===== src/rtl/config_sequencer.sv =====
// rtl/config_sequencer.sv - FIFO-buffered broadcaster of (addr, data) configuration writes to pe_tile matchers
module config_sequencer #(
    parameter int          FIFO_DEPTH  = 4,
    parameter int          HOLD_CYCLES = 1,
    parameter logic [31:0] IDLE_ADDR   = 32'hFFFF_FFFF
) (
    input  logic        clk,
    input  logic        reset,
    input  logic        in_valid,
    output logic        in_ready,
    input  logic [31:0] in_addr,
    input  logic [31:0] in_data,
    input  logic        in_last,
    output logic [31:0] config_addr,
    output logic [31:0] config_data,
    output logic        config_busy,
    output logic        config_done,
    output logic [15:0] write_count
);

    localparam int AW = $clog2(FIFO_DEPTH);
    localparam int HW = (HOLD_CYCLES > 1) ? $clog2(HOLD_CYCLES) : 1;
    localparam logic [HW-1:0] HOLD_LAST = HW'((HOLD_CYCLES > 0) ? HOLD_CYCLES - 1 : 0);

    typedef enum logic [1:0] {
        S_IDLE,
        S_WRITE,
        S_HOLD,
        S_DONE
    } state_t;

    // Word FIFO: {last, addr, data}
    logic [64:0]   mem [FIFO_DEPTH];
    logic [AW:0]   wr_ptr;
    logic [AW:0]   wr_ptr_vis;
    logic [AW:0]   rd_ptr;
    logic [AW:0]   count;
    logic [AW:0]   count_next;
    logic          full_q;
    logic          push;
    logic          pop;
    logic          avail;
    logic [64:0]   head;
    logic          head_last;
    logic [31:0]   head_addr;
    logic [31:0]   head_data;

    assign in_ready   = !full_q && !reset;
    assign push       = in_valid && in_ready;
    assign count      = wr_ptr - rd_ptr;
    assign count_next = count + (AW+1)'(push) - (AW+1)'(pop);
    // The FSM sees entries through a one-cycle-delayed write pointer
    assign avail      = (wr_ptr_vis != rd_ptr);
    assign head       = mem[rd_ptr[AW-1:0]];
    assign head_last  = head[64];
    assign head_addr  = head[63:32];
    assign head_data  = head[31:0];

    always_ff @(posedge clk) begin
        if (push) begin
            mem[wr_ptr[AW-1:0]] <= {in_last, in_addr, in_data};
        end
    end

    always_ff @(posedge clk or posedge reset) begin
        if (reset) begin
            wr_ptr     <= '0;
            wr_ptr_vis <= '0;
            rd_ptr     <= '0;
            full_q     <= 1'b0;
        end else begin
            if (push) begin
                wr_ptr <= wr_ptr + 1'b1;
            end
            if (pop) begin
                rd_ptr <= rd_ptr + 1'b1;
            end
            wr_ptr_vis <= wr_ptr;
            full_q     <= (count_next == (AW+1)'(FIFO_DEPTH));
        end
    end

    state_t        state_q;
    state_t        state_d;
    logic          last_q;
    logic [HW-1:0] hold_cnt_q;
    logic          hold_end;
    logic          load;

    assign hold_end = (hold_cnt_q == HOLD_LAST);

    always_comb begin
        state_d = state_q;
        pop     = 1'b0;
        load    = 1'b0;
        case (state_q)
            S_IDLE: begin
                if (avail) begin
                    pop = 1'b1;
                end
            end
            S_WRITE: begin
                if (HOLD_CYCLES > 0) begin
                    state_d = S_HOLD;
                end else if (last_q) begin
                    state_d = S_DONE;
                end else if (avail) begin
                    pop = 1'b1;
                end else begin
                    state_d = S_IDLE;
                end
            end
            S_HOLD: begin
                if (hold_end) begin
                    if (last_q) begin
                        state_d = S_DONE;
                    end else if (avail) begin
                        pop = 1'b1;
                    end else begin
                        state_d = S_IDLE;
                    end
                end
            end
            S_DONE: begin
                state_d = S_IDLE;
            end
            default: begin
                state_d = S_IDLE;
            end
        endcase

        // Words carrying the idle address are consumed without a bus write
        if (pop) begin
            if (head_addr != IDLE_ADDR) begin
                state_d = S_WRITE;
                load    = 1'b1;
            end else begin
                state_d = head_last ? S_DONE : S_IDLE;
            end
        end
    end

    always_ff @(posedge clk or posedge reset) begin
        if (reset) begin
            state_q     <= S_IDLE;
            config_addr <= IDLE_ADDR;
            config_data <= '0;
            last_q      <= 1'b0;
            hold_cnt_q  <= '0;
            write_count <= '0;
        end else begin
            state_q <= state_d;
            if (load) begin
                config_addr <= head_addr;
                config_data <= head_data;
                last_q      <= head_last;
                write_count <= write_count + 16'd1;
            end else begin
                config_addr <= IDLE_ADDR;
            end
            if (state_q == S_HOLD) begin
                hold_cnt_q <= hold_cnt_q + 1'b1;
            end else begin
                hold_cnt_q <= '0;
            end
        end
    end

    assign config_done = (state_q == S_DONE);
    assign config_busy = (count != '0) || (state_q != S_IDLE);

endmodule


===== config.mk =====
export PLATFORM = sky130hd
export DESIGN_NAME = config_sequencer
export DESIGN_NICKNAME = d
export VERILOG_FILES = /design/src/rtl/config_sequencer.sv
export SDC_FILE = /design/constraint.sdc
export NUM_CORES = 1
export LEC_CHECK = 0
export BUFFER_PORTS_ARGS = -buffer_cell sky130_fd_sc_hd__clkbuf_2
export CORE_MARGIN = 3
export CORE_UTILIZATION = 28
export CTS_CLUSTER_DIAMETER = 60
export CTS_CLUSTER_SIZE = 25
export DETAILED_ROUTE_END_ITERATION = 10
export PLACE_DENSITY_LB_ADDON = 0.05
export SLEW_MARGIN = 10
export SYNTH_ARGS = -nofsm -noshare
export SYNTH_HDL_FRONTEND = slang
export SYNTH_SLANG_ARGS = --single-unit

===== constraint.sdc =====
create_clock -name clk -period 2.7 [get_ports clk]
set_input_delay 0.135 -clock clk [delete_from_list [all_inputs] [get_ports clk]]
set_output_delay 0.135 -clock clk [all_outputs]
set_load 0.01 [all_outputs]

==> results of run 1 <==
==> cells in the mapped netlist <==
master    count
edfxtp_1    260
mux4_2       65
dfrtp_1      62
mux2_1       34
dfstp_2      32
xnor2_1      23
or2_1        20
nand4_1      17
ha_1         12
or2_2        12
and3_1       10
inv_1         9
clkbuf_1      8
nand3_1       7
buf_2         6
buf_6         5
buf_8         4
and2_1        3
nand2_1       3
nor2_1        3
xor2_1        3
a211oi_1      2
a22oi_1       2
and4_1        2
buf_4         2
fa_1          2
nor3_1        2
nor4_2        2
a21boi_0      1
a21o_1        1
a21oi_1       1
a31oi_2       1
mux2_2        1
nand2_2       1
nand2_4       1
nor2b_1       1
o21a_1        1
o21ai_0       1
==> repair_timing <==
action	CTS	global route
pin swaps	3	1
hold buffers	66	0
buffers inserted	3	0
resized for setup	2	6
endpoints found under the hold margin	292	0
setup endpoints to repair	36	35
==> layout by cell type (no fill, tap or decap), drive strengths merged <==
| cell | synthesis | layout |
|---|---|---|
| a211oi | 2 | 2 |
| a21boi | 1 | 1 |
| a21o | 1 | 1 |
| a21oi | 1 | 1 |
| a22oi | 2 | 2 |
| a31oi | 1 | 1 |
| and2 | 3 | 3 |
| and3 | 10 | 10 |
| and4 | 2 | 2 |
| buf | 17 | 34 |
| bufinv | 0 | 2 |
| clkbuf | 8 | 192 |
| clkinv | 0 | 12 |
| clkinvlp | 0 | 3 |
| dfrtp | 62 | 62 |
| dfstp | 32 | 32 |
| diode | 0 | 1 |
| dlygate4sd3 | 0 | 66 |
| edfxtp | 260 | 260 |
| fa | 2 | 2 |
| ha | 12 | 12 |
| inv | 9 | 17 |
| mux2 | 35 | 35 |
| mux4 | 65 | 65 |
| nand2 | 5 | 5 |
| nand3 | 7 | 7 |
| nand4 | 17 | 17 |
| nor2 | 3 | 3 |
| nor2b | 1 | 1 |
| nor3 | 2 | 2 |
| nor4 | 2 | 2 |
| o21a | 1 | 1 |
| o21ai | 1 | 1 |
| or2 | 32 | 32 |
| xnor2 | 23 | 23 |
| xor2 | 3 | 3 |
==> worst max-delay path, stage by stage, from the launching register on <==
cell and delay [ns]:
dfrtp_4 0.51, buf_12 0.17, mux4_2 0.34, nand4_1 0.21, nor4_4 0.37, buf_4 0.18, nand2_4 0.07, nand2_8 0.12
buf_12 0.18, mux2_1 0.34
==> worst paths after layout <==
check	startpoint	slack, ns	depth (start not counted)	endpoint
worst min register to register	wr_ptr[1]	0.43	0	wr_ptr_vis[1]
worst min-delay path	in_valid	0.09	2	mem[3][52]
min in group asynchronous	reset	0.24	3	config_data[12]
max in group asynchronous	reset	1.68	4	config_addr[25]
worst max register to register	rd_ptr[0]	0.05	9	config_data[25]
worst max-delay path	rd_ptr[0]	0.05	9	config_data[25]
==> flip-flops by register name, summed over array words and instances (netlist names), 2 cells and up <==
name	cells
rd_ptr	3
mem	260
wr_ptr_vis	3
wr_ptr	3
state_q	2
config_data	32
config_addr	32
write_count	16
==> cell families (layout without fill, tap and decap cells) <==
group | Yosys count | in the layout | share of synthesized area
compound gates | 10 | 10 | 0.005645
other cells | 0 | 1 | 0
fa+ha+maj | 14 | 14 | 0.01430
flops | 354 | 354 | 0.7670
mux | 100 | 100 | 0.1397
buf+inv | 34 | 326 | 0.01694
xor+xnor | 26 | 26 | 0.01712
simple gates | 84 | 84 | 0.03924
==> routing by layer <==
metal  vias to the layer above  share of wire  track usage
met5                         -              0            0
met4                         0          0.021      0.03405
met3                        43          0.046      0.03394
met2                       119           0.52       0.2272
met1                      3502           0.41       0.1538
li1                       2995              -            -
==> layout make-up <==
cell class / count / area, sq um / area share
Timing Repair Buffer: 249 / 1823 / 0.1072
Clock buffer: 43 / 1022 / 0.06014
Multi-Input combinational cell: 234 / 2922 / 0.1719
Clock inverter: 25 / 226.5 / 0.01332
Inverter: 9 / 36.28 / 0.002135
Tap cell: 607 / 759.5 / 0.04468
Sequential cell: 354 / 10210 / 0.6005
Antenna cell: 1 / 2.502 / 0.0001472
==> power breakdown <==
part	switching, mW	total [mW]	leakage (nW)	internal [mW]
clock network	2.21	5.18	0.610	2.97
logic	2.89	5.69	2.09	2.80
registers	0.437	7.37	3.45	6.93
==> impl_metrics.env, run 1 <==
export IMPL_cp_arrival_ns=3.06
export IMPL_drt_initial_drc_count=304
export IMPL_setup_viol=0
export IMPL_overflow=0
export IMPL_slew_viol_final=0
export IMPL_whs_ns=0.09200
export IMPL_fmax_mhz=377.6
export IMPL_rsz0062_at_grt="true"
export IMPL_dp_cells=1384
export IMPL_worst_pin_slew_ns=0.5411
export IMPL_synth_cell_types=38
export IMPL_synthesis_nets=704
export IMPL_row_count=79
export IMPL_antenna_found_initial=1
export IMPL_dpl_cell_area_sq_um=15000
export IMPL_yosysTopAreaCell="edfxtp_1"
export IMPL_maxCapViolCount=0
export IMPL_worstSetupEndpointType="register"
export IMPL_critPathRequiredTime_ns=3.11
export IMPL_ys_top_cells_by_area="edfxtp_1 (59%), dfrtp_1 (12%), mux4_2 (11%)"
export IMPL_preCtsSetupSlack_ns=-0.09032
export IMPL_hold_path_class="in -> reg"
export IMPL_setup_ws_ns=0.05149
export IMPL_start_kind="register"
export IMPL_powerDensity_nw_per_um2=1073
export IMPL_first_global_vias=7586
export IMPL_utilization=0.3636
export IMPL_num_vias=6659
export IMPL_slew_headroom=0.6393
export IMPL_place_congestion=0.6942
export IMPL_area_delta_synth_final_pct=27.83
export IMPL_drt_total_wl_microns=31240
export IMPL_drtPass1Iterations=5
export IMPL_avgSynthCellArea_sq_um=21.38
export IMPL_finClkSkew_ns=0.03445
export IMPL_critPathMaxFanout=18
export IMPL_wl_per_cell_microns=20.53
export IMPL_yosysSeqAreaShare=0.7670
export IMPL_synth_area_sq_um=13300
export IMPL_start_util=0.2844
export IMPL_synthCells=622
export IMPL_hpwl_microns=19460
export IMPL_viasPerCell=4.375
export IMPL_final_nets=967
export IMPL_period_share=0.9809
export IMPL_fill_cells=4396
export IMPL_clockBufferDepth=3
export IMPL_place_port_buffers=150
export IMPL_numCtsBuffers=37
export IMPL_post_route_min_period_ns=2.649
export IMPL_htreeDepth=2
export IMPL_boundaryPins=151
export IMPL_ant_nets=0
export IMPL_cts_root_buf="clkbuf_16"
export IMPL_total_power_mw=18.24
export IMPL_die_h_microns=223.9
export IMPL_die_area_sq_um=50140
export IMPL_grt_max_degree=63
export IMPL_die_width_microns=223.9
export IMPL_hold_viol=0
export IMPL_ir_drop_mv=0.5184
export IMPL_post_route_drc_count=0
export IMPL_yosysWarnings=0
export IMPL_yosysTopAreaCellShare=0.5871
export IMPL_insertion_delay_ns=0.55
export IMPL_grt_pass1_wl_microns=47870
export IMPL_fin_cells=1522
export IMPL_clk_pin_slew_worst_paths_ns=0.07
export IMPL_tns_ns=0
export IMPL_cts_tree="done"
export IMPL_coreArea_sq_um=46750
export IMPL_synth_seq_cells=354
export IMPL_p_leak_nw=6.153
export IMPL_track_usage=0.1277
export IMPL_drive_gt1_frac=0.4037
export IMPL_final_area_sq_um=17000
export IMPL_path_class="reg -> reg"
export IMPL_status="complete, no violations"
export IMPL_clock_sinks=354
No activity file was read; power rests on OpenSTA's default activity.
==> run 2, diff against run 1 <==
- CTS_CLUSTER_DIAMETER: 60 -> not set
- MAX_ROUTING_LAYER: not set -> met4
==> run 2 against run 1 <==
  * Utilization hardly changed
  * Design area hardly changed
  * Clock power hardly changed
  * Clock skew is 0.012 ns lower
  * Via count is 0.38% higher
  * Flip-flop and latch count stayed put
  * Die area stayed put
  * Global-route usage is 0.51 points higher
  * Worst hold slack worse by 0.017 ns
  * Clock-buffer cell count is 20 higher
  * Power hardly changed
  * Largest cell class unchanged
  * Largest power group unchanged
==> impl_metrics.env, run 2 (synthesized netlist as in run 1, its figures left out) <==
export IMPL_status="complete, no violations"
export IMPL_cts_tree="done"
export IMPL_worst_pin_slew_ns=0.5378
export IMPL_slew_headroom=0.6415
export IMPL_post_route_min_period_ns=2.603
export IMPL_largest_reg_flops=260
export IMPL_power_frac_clock=0.282
export IMPL_intPower_mw=12.78
export IMPL_grtUsageMet1=0.1567
export IMPL_path_class="reg -> reg"
export IMPL_path_buf_inv=3
export IMPL_utilization=0.3639
export IMPL_clock_sinks=354
export IMPL_p_comb_frac=0.314
export IMPL_row_count=79
export IMPL_post_route_drc_count=0
export IMPL_final_cell_mix="edfxtp_1 (260), clkbuf_2 (150), dlygate4sd3_1 (66), mux4_2 (65), dfrtp_1 (60)"
export IMPL_wl_per_cell_microns=20.63
export IMPL_grt_use_met2=0.2256
export IMPL_maxCapViolCount=0
export IMPL_use_met3=0.03473
export IMPL_drtPass1Iterations=4
export IMPL_preCtsSetupSlack_ns=-0.09032
export IMPL_start_util=0.2844
export IMPL_clockBufferDepth=3
export IMPL_slew_viol_final=0
export IMPL_critPathMaxStageDelay_ns=0.51
export IMPL_finClkSkew_ns=0.02208
export IMPL_powerDensity_nw_per_um2=1072
export IMPL_fmax_mhz=384.2
export IMPL_final_area_sq_um=17010
export IMPL_setup_viol=0
export IMPL_drt_total_wl_microns=31540
export IMPL_insertion_delay_ns=0.55
export IMPL_coreArea_sq_um=46750
export IMPL_critPathRequiredTime_ns=3.11
export IMPL_worstSetupEndpointType="register"
export IMPL_grt_max_degree=63
export IMPL_grt_pass1_wl_microns=48050
export IMPL_first_global_vias=7590
export IMPL_track_usage=0.1329
export IMPL_die_area_sq_um=50140
export IMPL_critPathTopFamily="simple AND/OR/NAND/NOR gates"
export IMPL_boundaryPins=151
export IMPL_place_port_buffers=150
export IMPL_drive_gt1_frac=0.3963
export IMPL_area_delta_synth_final_pct=27.93
export IMPL_die_h_microns=223.9
export IMPL_crit_chain="buf_12, mux4_2, nand4_1, nor4_4, buf_4, nand2_4, nand2_8, buf_12, mux2_1"
export IMPL_critPathMaxFanout=18
export IMPL_start_kind="register"
export IMPL_hpwl_microns=19460
export IMPL_clk_pin_slew_worst_paths_ns=0.05
export IMPL_setup_ws_ns=0.09736
export IMPL_antenna_found_initial=1
export IMPL_crit_path_frequent_cell="buf_12"
export IMPL_p_leak_nw=6.167
export IMPL_period_share=0.9639
export IMPL_place_congestion=0.7021
export IMPL_p_sw_mw=5.460
export IMPL_ir_drop_mv=0.5463
export IMPL_final_common_cell="edfxtp_1"
export IMPL_hold_path_class="in -> reg"
export IMPL_drt_initial_drc_count=260
export IMPL_viasPerCell=4.371
export IMPL_numCtsBuffers=42
export IMPL_swShare=0.2993
export IMPL_busiest_layer="met2"
export IMPL_rsz0062_at_grt="true"
export IMPL_num_vias=6684
export IMPL_final_nets=972
export IMPL_htreeDepth=2
export IMPL_dpl_cell_area_sq_um=15000
export IMPL_fill_cells=4406
export IMPL_cts_root_buf="clkbuf_16"
export IMPL_overflow=0
export IMPL_ant_nets=0
export IMPL_hold_viol=0
export IMPL_power_frac_seq=0.404
export IMPL_cp_arrival_ns=3.02
export IMPL_cpMaxStageDelayCell="dfrtp_4"
export IMPL_die_width_microns=223.9
[run 2: changes by cell type in the layout (fill, tap and decap cells not counted), moves of 3 or more]
cell	delta
clkbuf_1	+15
mux2_4	+3
inv_8	-3
inv_6	-5
clkbuf_16	+3
mux2_1	-3
clkinv_4	-3
[run 2: per-layer routing]
| metal | vias up | wire length, microns |
|---|---|---|
| li1 | 3011 | - |
| met1 | 3488 | 13070 |
| met2 | 133 | 16190 |
| met3 | 52 | 1574 |
| met4 | 0 | 712 |
| met5 | - | 0 |
[run 2: power groups by stage]
stage | logic [mW] | registers, mW | clock network, mW
after detailed placement | 5.56 | 7.60 | 0
after CTS | 5.89 | 7.41 | 5.39
after global placement | 5.51 | 7.57 | 0
after global routing | 6.35 | 7.48 | 5.63
after floorplan | 3.55 | 7.55 | 0
final | 5.72 | 7.37 | 5.15
[run 2: tightest hold or removal path: stages]
cell and delay, ns:
clkbuf_2 0.14, and2_1 0.21, xnor2_1 0.08
[run 2: final timing paths]
kind / startpoint / to / slack (ns) / cells past startpoint
min in group asynchronous: reset / config_data[20] / 0.24 / 3
max in group asynchronous: reset / config_addr[26] / 1.69 / 4
worst min-delay path: in_valid / wr_ptr[0] / 0.08 / 3
worst min register to register: wr_ptr[2] / wr_ptr_vis[2] / 0.45 / 0
worst max-delay path: rd_ptr[0] / config_data[23] / 0.1 / 9
worst max register to register: rd_ptr[0] / config_data[23] / 0.1 / 9
[run 2: layout make-up]
type | instances | area (sq um) | area share
clock inverter | 12 | 73.82 | 0.004340
clock buffer | 63 | 1181 | 0.06943
tap | 607 | 759.5 | 0.04465
sequential | 354 | 10210 | 0.6000
antenna | 1 | 2.502 | 0.0001471
timing repair buffer | 249 | 1821 | 0.1070
inverter | 9 | 36.28 | 0.002133
multi-input combinational | 234 | 2930 | 0.1723
[run 2: timing repair]
| item | CTS | global route |
|---|---|---|
| setup endpoints to repair | 36 | 32 |
| hold endpoints to repair | 292 | 0 |
| setup buffers | 2 | 1 |
| gates resized for setup | 4 | 4 |
| cloned | 0 | 0 |
| hold buffers | 66 | 0 |
| pin swaps | 2 | 0 |
[run 2: through the flow]
step | power [mW] | setup TNS [ns] | hold slack [ns] | std cells
2_1_floorplan | 11.10 | 0 | 0.2339 | 622
3_3_place_gp | 13.07 | 0 | 0.2792 | 1384
3_5_place_dp | 13.15 | -2.487 | 0.2900 | 1384
5_1_grt | 19.46 | -0.06513 | 0.06734 | 1529
4_1_cts | 18.68 | 0 | 0.03213 | 1527
6_report | 18.24 | 0 | 0.07528 | 1529
==> run 3, diff against run 2 <==
- BUFFER_PORTS_ARGS: -buffer_cell sky130_fd_sc_hd__clkbuf_2 -> -buffer_cell sky130_fd_sc_hd__buf_2
==> run 3 against run 2 <==
  * Sequential power about the same
  * Design area grew 1.0%
  * Non-clock buffer count grew 10
  * Highest routed layer unchanged
  * Critical path type is now reg -> out
  * Critical path depth shrank 2
  * Flip-flop and latch count unchanged
  * First-iteration DRC count increased by 1.2%
  * Clock-buffer cell count unchanged
  * Via count hardly changed
  * Worst hold slack got worse by 0.0093 ns
  * Utilization grew 0.36 points
  * Die area unchanged
==> impl_metrics.env, run 3 (synthesized netlist as in run 1, its figures left out) <==
export IMPL_die_h_microns=223.9
export IMPL_powerDensity_nw_per_um2=1093
export IMPL_coreArea_sq_um=46750
export IMPL_slew_viol_final=0
export IMPL_worst_pin_slew_ns=0.5778
export IMPL_antenna_found_initial=2
export IMPL_fill_cells=4363
export IMPL_maxCapViolCount=0
export IMPL_final_nets=981
export IMPL_period_share=0.9754
export IMPL_fmax_mhz=379.7
export IMPL_p_sw_mw=5.546
export IMPL_start_kind="register"
export IMPL_multi_input_area_sq_um=2984
export IMPL_clock_sinks=354
export IMPL_die_width_microns=223.9
export IMPL_die_area_sq_um=50140
export IMPL_critPathRequiredTime_ns=2.57
export IMPL_place_congestion=0.6910
export IMPL_worstSetupEndpointType="primary output"
export IMPL_wl_per_cell_microns=20.71
export IMPL_grt_max_degree=38
export IMPL_final_common_cell="edfxtp_1"
export IMPL_intPower_mw=13.24
export IMPL_drive_gt1_frac=0.4177
export IMPL_whs_ns=0.06597
export IMPL_start_util=0.2844
export IMPL_final_cell_mix="edfxtp_1 (260), buf_2 (150), dlygate4sd3_1 (66), mux4_2 (65), dfrtp_1 (60)"
export IMPL_power_frac_seq=0.393
export IMPL_overflow=0
export IMPL_path_class="reg -> out"
export IMPL_insertion_delay_ns=0.54
export IMPL_htreeDepth=2
export IMPL_boundaryPins=151
export IMPL_swShare=0.2952
export IMPL_ir_drop_mv=0.5583
export IMPL_utilization=0.3675
export IMPL_cts_root_buf="clkbuf_16"
export IMPL_slew_headroom=0.6148
export IMPL_post_route_drc_count=0
export IMPL_status="complete, no violations"
export IMPL_num_vias=6687
export IMPL_drt_initial_drc_count=263
export IMPL_fin_cells=1538
export IMPL_clk_pin_slew_worst_paths_ns=0.06
export IMPL_p_leak_nw=6.243
export IMPL_p_comb_frac=0.333
export IMPL_drt_total_wl_microns=31860
export IMPL_first_global_vias=7564
export IMPL_cp_arrival_ns=2.50
export IMPL_place_port_buffers=150
export IMPL_numCtsBuffers=41
export IMPL_area_delta_synth_final_pct=29.21
export IMPL_cts_tree="done"
export IMPL_drtPass1Iterations=4
export IMPL_post_route_min_period_ns=2.634
export IMPL_hold_path_class="in -> reg"
export IMPL_hold_viol=0
export IMPL_row_count=79
export IMPL_rsz0062_at_grt="true"
export IMPL_largest_reg_flops=260
export IMPL_ant_nets=0
export IMPL_clockBufferDepth=3
export IMPL_viasPerCell=4.348
export IMPL_grt_pass1_wl_microns=48240
export IMPL_power_frac_clock=0.275
export IMPL_ff_latch_area_sq_um=10210
export IMPL_dp_cells=1387
export IMPL_finClkSkew_ns=0.01393
export IMPL_setup_viol=0
export IMPL_track_usage=0.1334
export IMPL_critPathMaxFanout=5
export IMPL_hpwl_microns=20490
run 3: changes by cell type in the layout (fill, tap and decap cells not counted), moves of 2 or more:
cell / before / now
buf_2: 0 / 150
clkinv_2: 7 / 5
buf_12: 11 / 16
clkbuf_16: 43 / 41
clkbuf_8: 3 / 6
buf_4: 20 / 25
mux2_4: 4 / 19
mux2_1: 30 / 15
clkinvlp_4: 2 / 0
clkbuf_2: 150 / 0
run 3: worst paths after layout:
kind | slack (ns) | start | endpoint | depth (start not counted)
setup / recovery | 0.07 | rd_ptr[0] | config_busy | 7
hold reg to reg | 0.47 | wr_ptr[1] | wr_ptr_vis[1] | 0
max in group asynchronous | 1.68 | reset | config_addr[3] | 4
setup reg to reg | 0.08 | rd_ptr[0] | config_data[16] | 9
hold / removal | 0.07 | in_valid | wr_ptr[0] | 3
min in group asynchronous | 0.20 | reset | write_count[5] | 3
run 3: metrics by stage:
stage | power [mW] | setup TNS (ns) | setup WS (ns) | instance area, sq um
5_1_grt | 19.92 | -0.3907 | -0.03155 | 17180
4_1_cts | 18.87 | 0 | 0.02281 | 17080
3_3_place_gp | 13.10 | -1.562 | -0.05296 | 15040
6_report | 18.78 | 0 | 0.06645 | 17180
2_1_floorplan | 11.10 | 0 | 0.007401 | 13300
3_5_place_dp | 13.20 | -3.053 | -0.1045 | 15040
run 3: final cells by class:
| type | instances | area share |
|---|---|---|
| antenna | 2 | 0.0002913 |
| clock inverter | 10 | 0.004369 |
| clock buffer | 63 | 0.06802 |
| timing repair buffer | 259 | 0.1132 |
| inverter | 9 | 0.002112 |
| multi-input combinational | 234 | 0.1737 |
| tap | 607 | 0.04420 |
| sequential | 354 | 0.5941 |
run 3: repair_timing:
action,CTS,global route
setup endpoints to repair,36,41
endpoints found under the hold margin,287,0
hold buffers,66,0
setup buffers,9,1
pin swaps,4,3
resized for setup,1,22
run 3: critical path, cell delays in order, from the launching register on:
cell	delay [ns]
dfrtp_4	0.51
buf_4	0.18
ha_1	0.19
fa_1	0.37
xor2_1	0.16
xnor2_1	0.23
nand4_1	0.14
buf_2	0.18
run 3: layer usage:
metal / up-vias / wire [microns] / GRT usage
met5: - / 0 / -
met4: 0 / 708 / 0.03673
met3: 54 / 1560 / 0.03027
met2: 146 / 16480 / 0.2282
met1: 3467 / 13110 / 0.1593
li1: 3020 / - / -
run 3: power groups by stage:
stage | clock (mW) | combinational, mW | sequential [mW]
finish | 5.16 | 6.25 | 7.37
global route | 5.62 | 6.83 | 7.47
CTS | 5.39 | 6.08 | 7.39
detailed placement | 0 | 5.61 | 7.59
global placement | 0 | 5.54 | 7.56
floorplan | 0 | 3.55 | 7.55
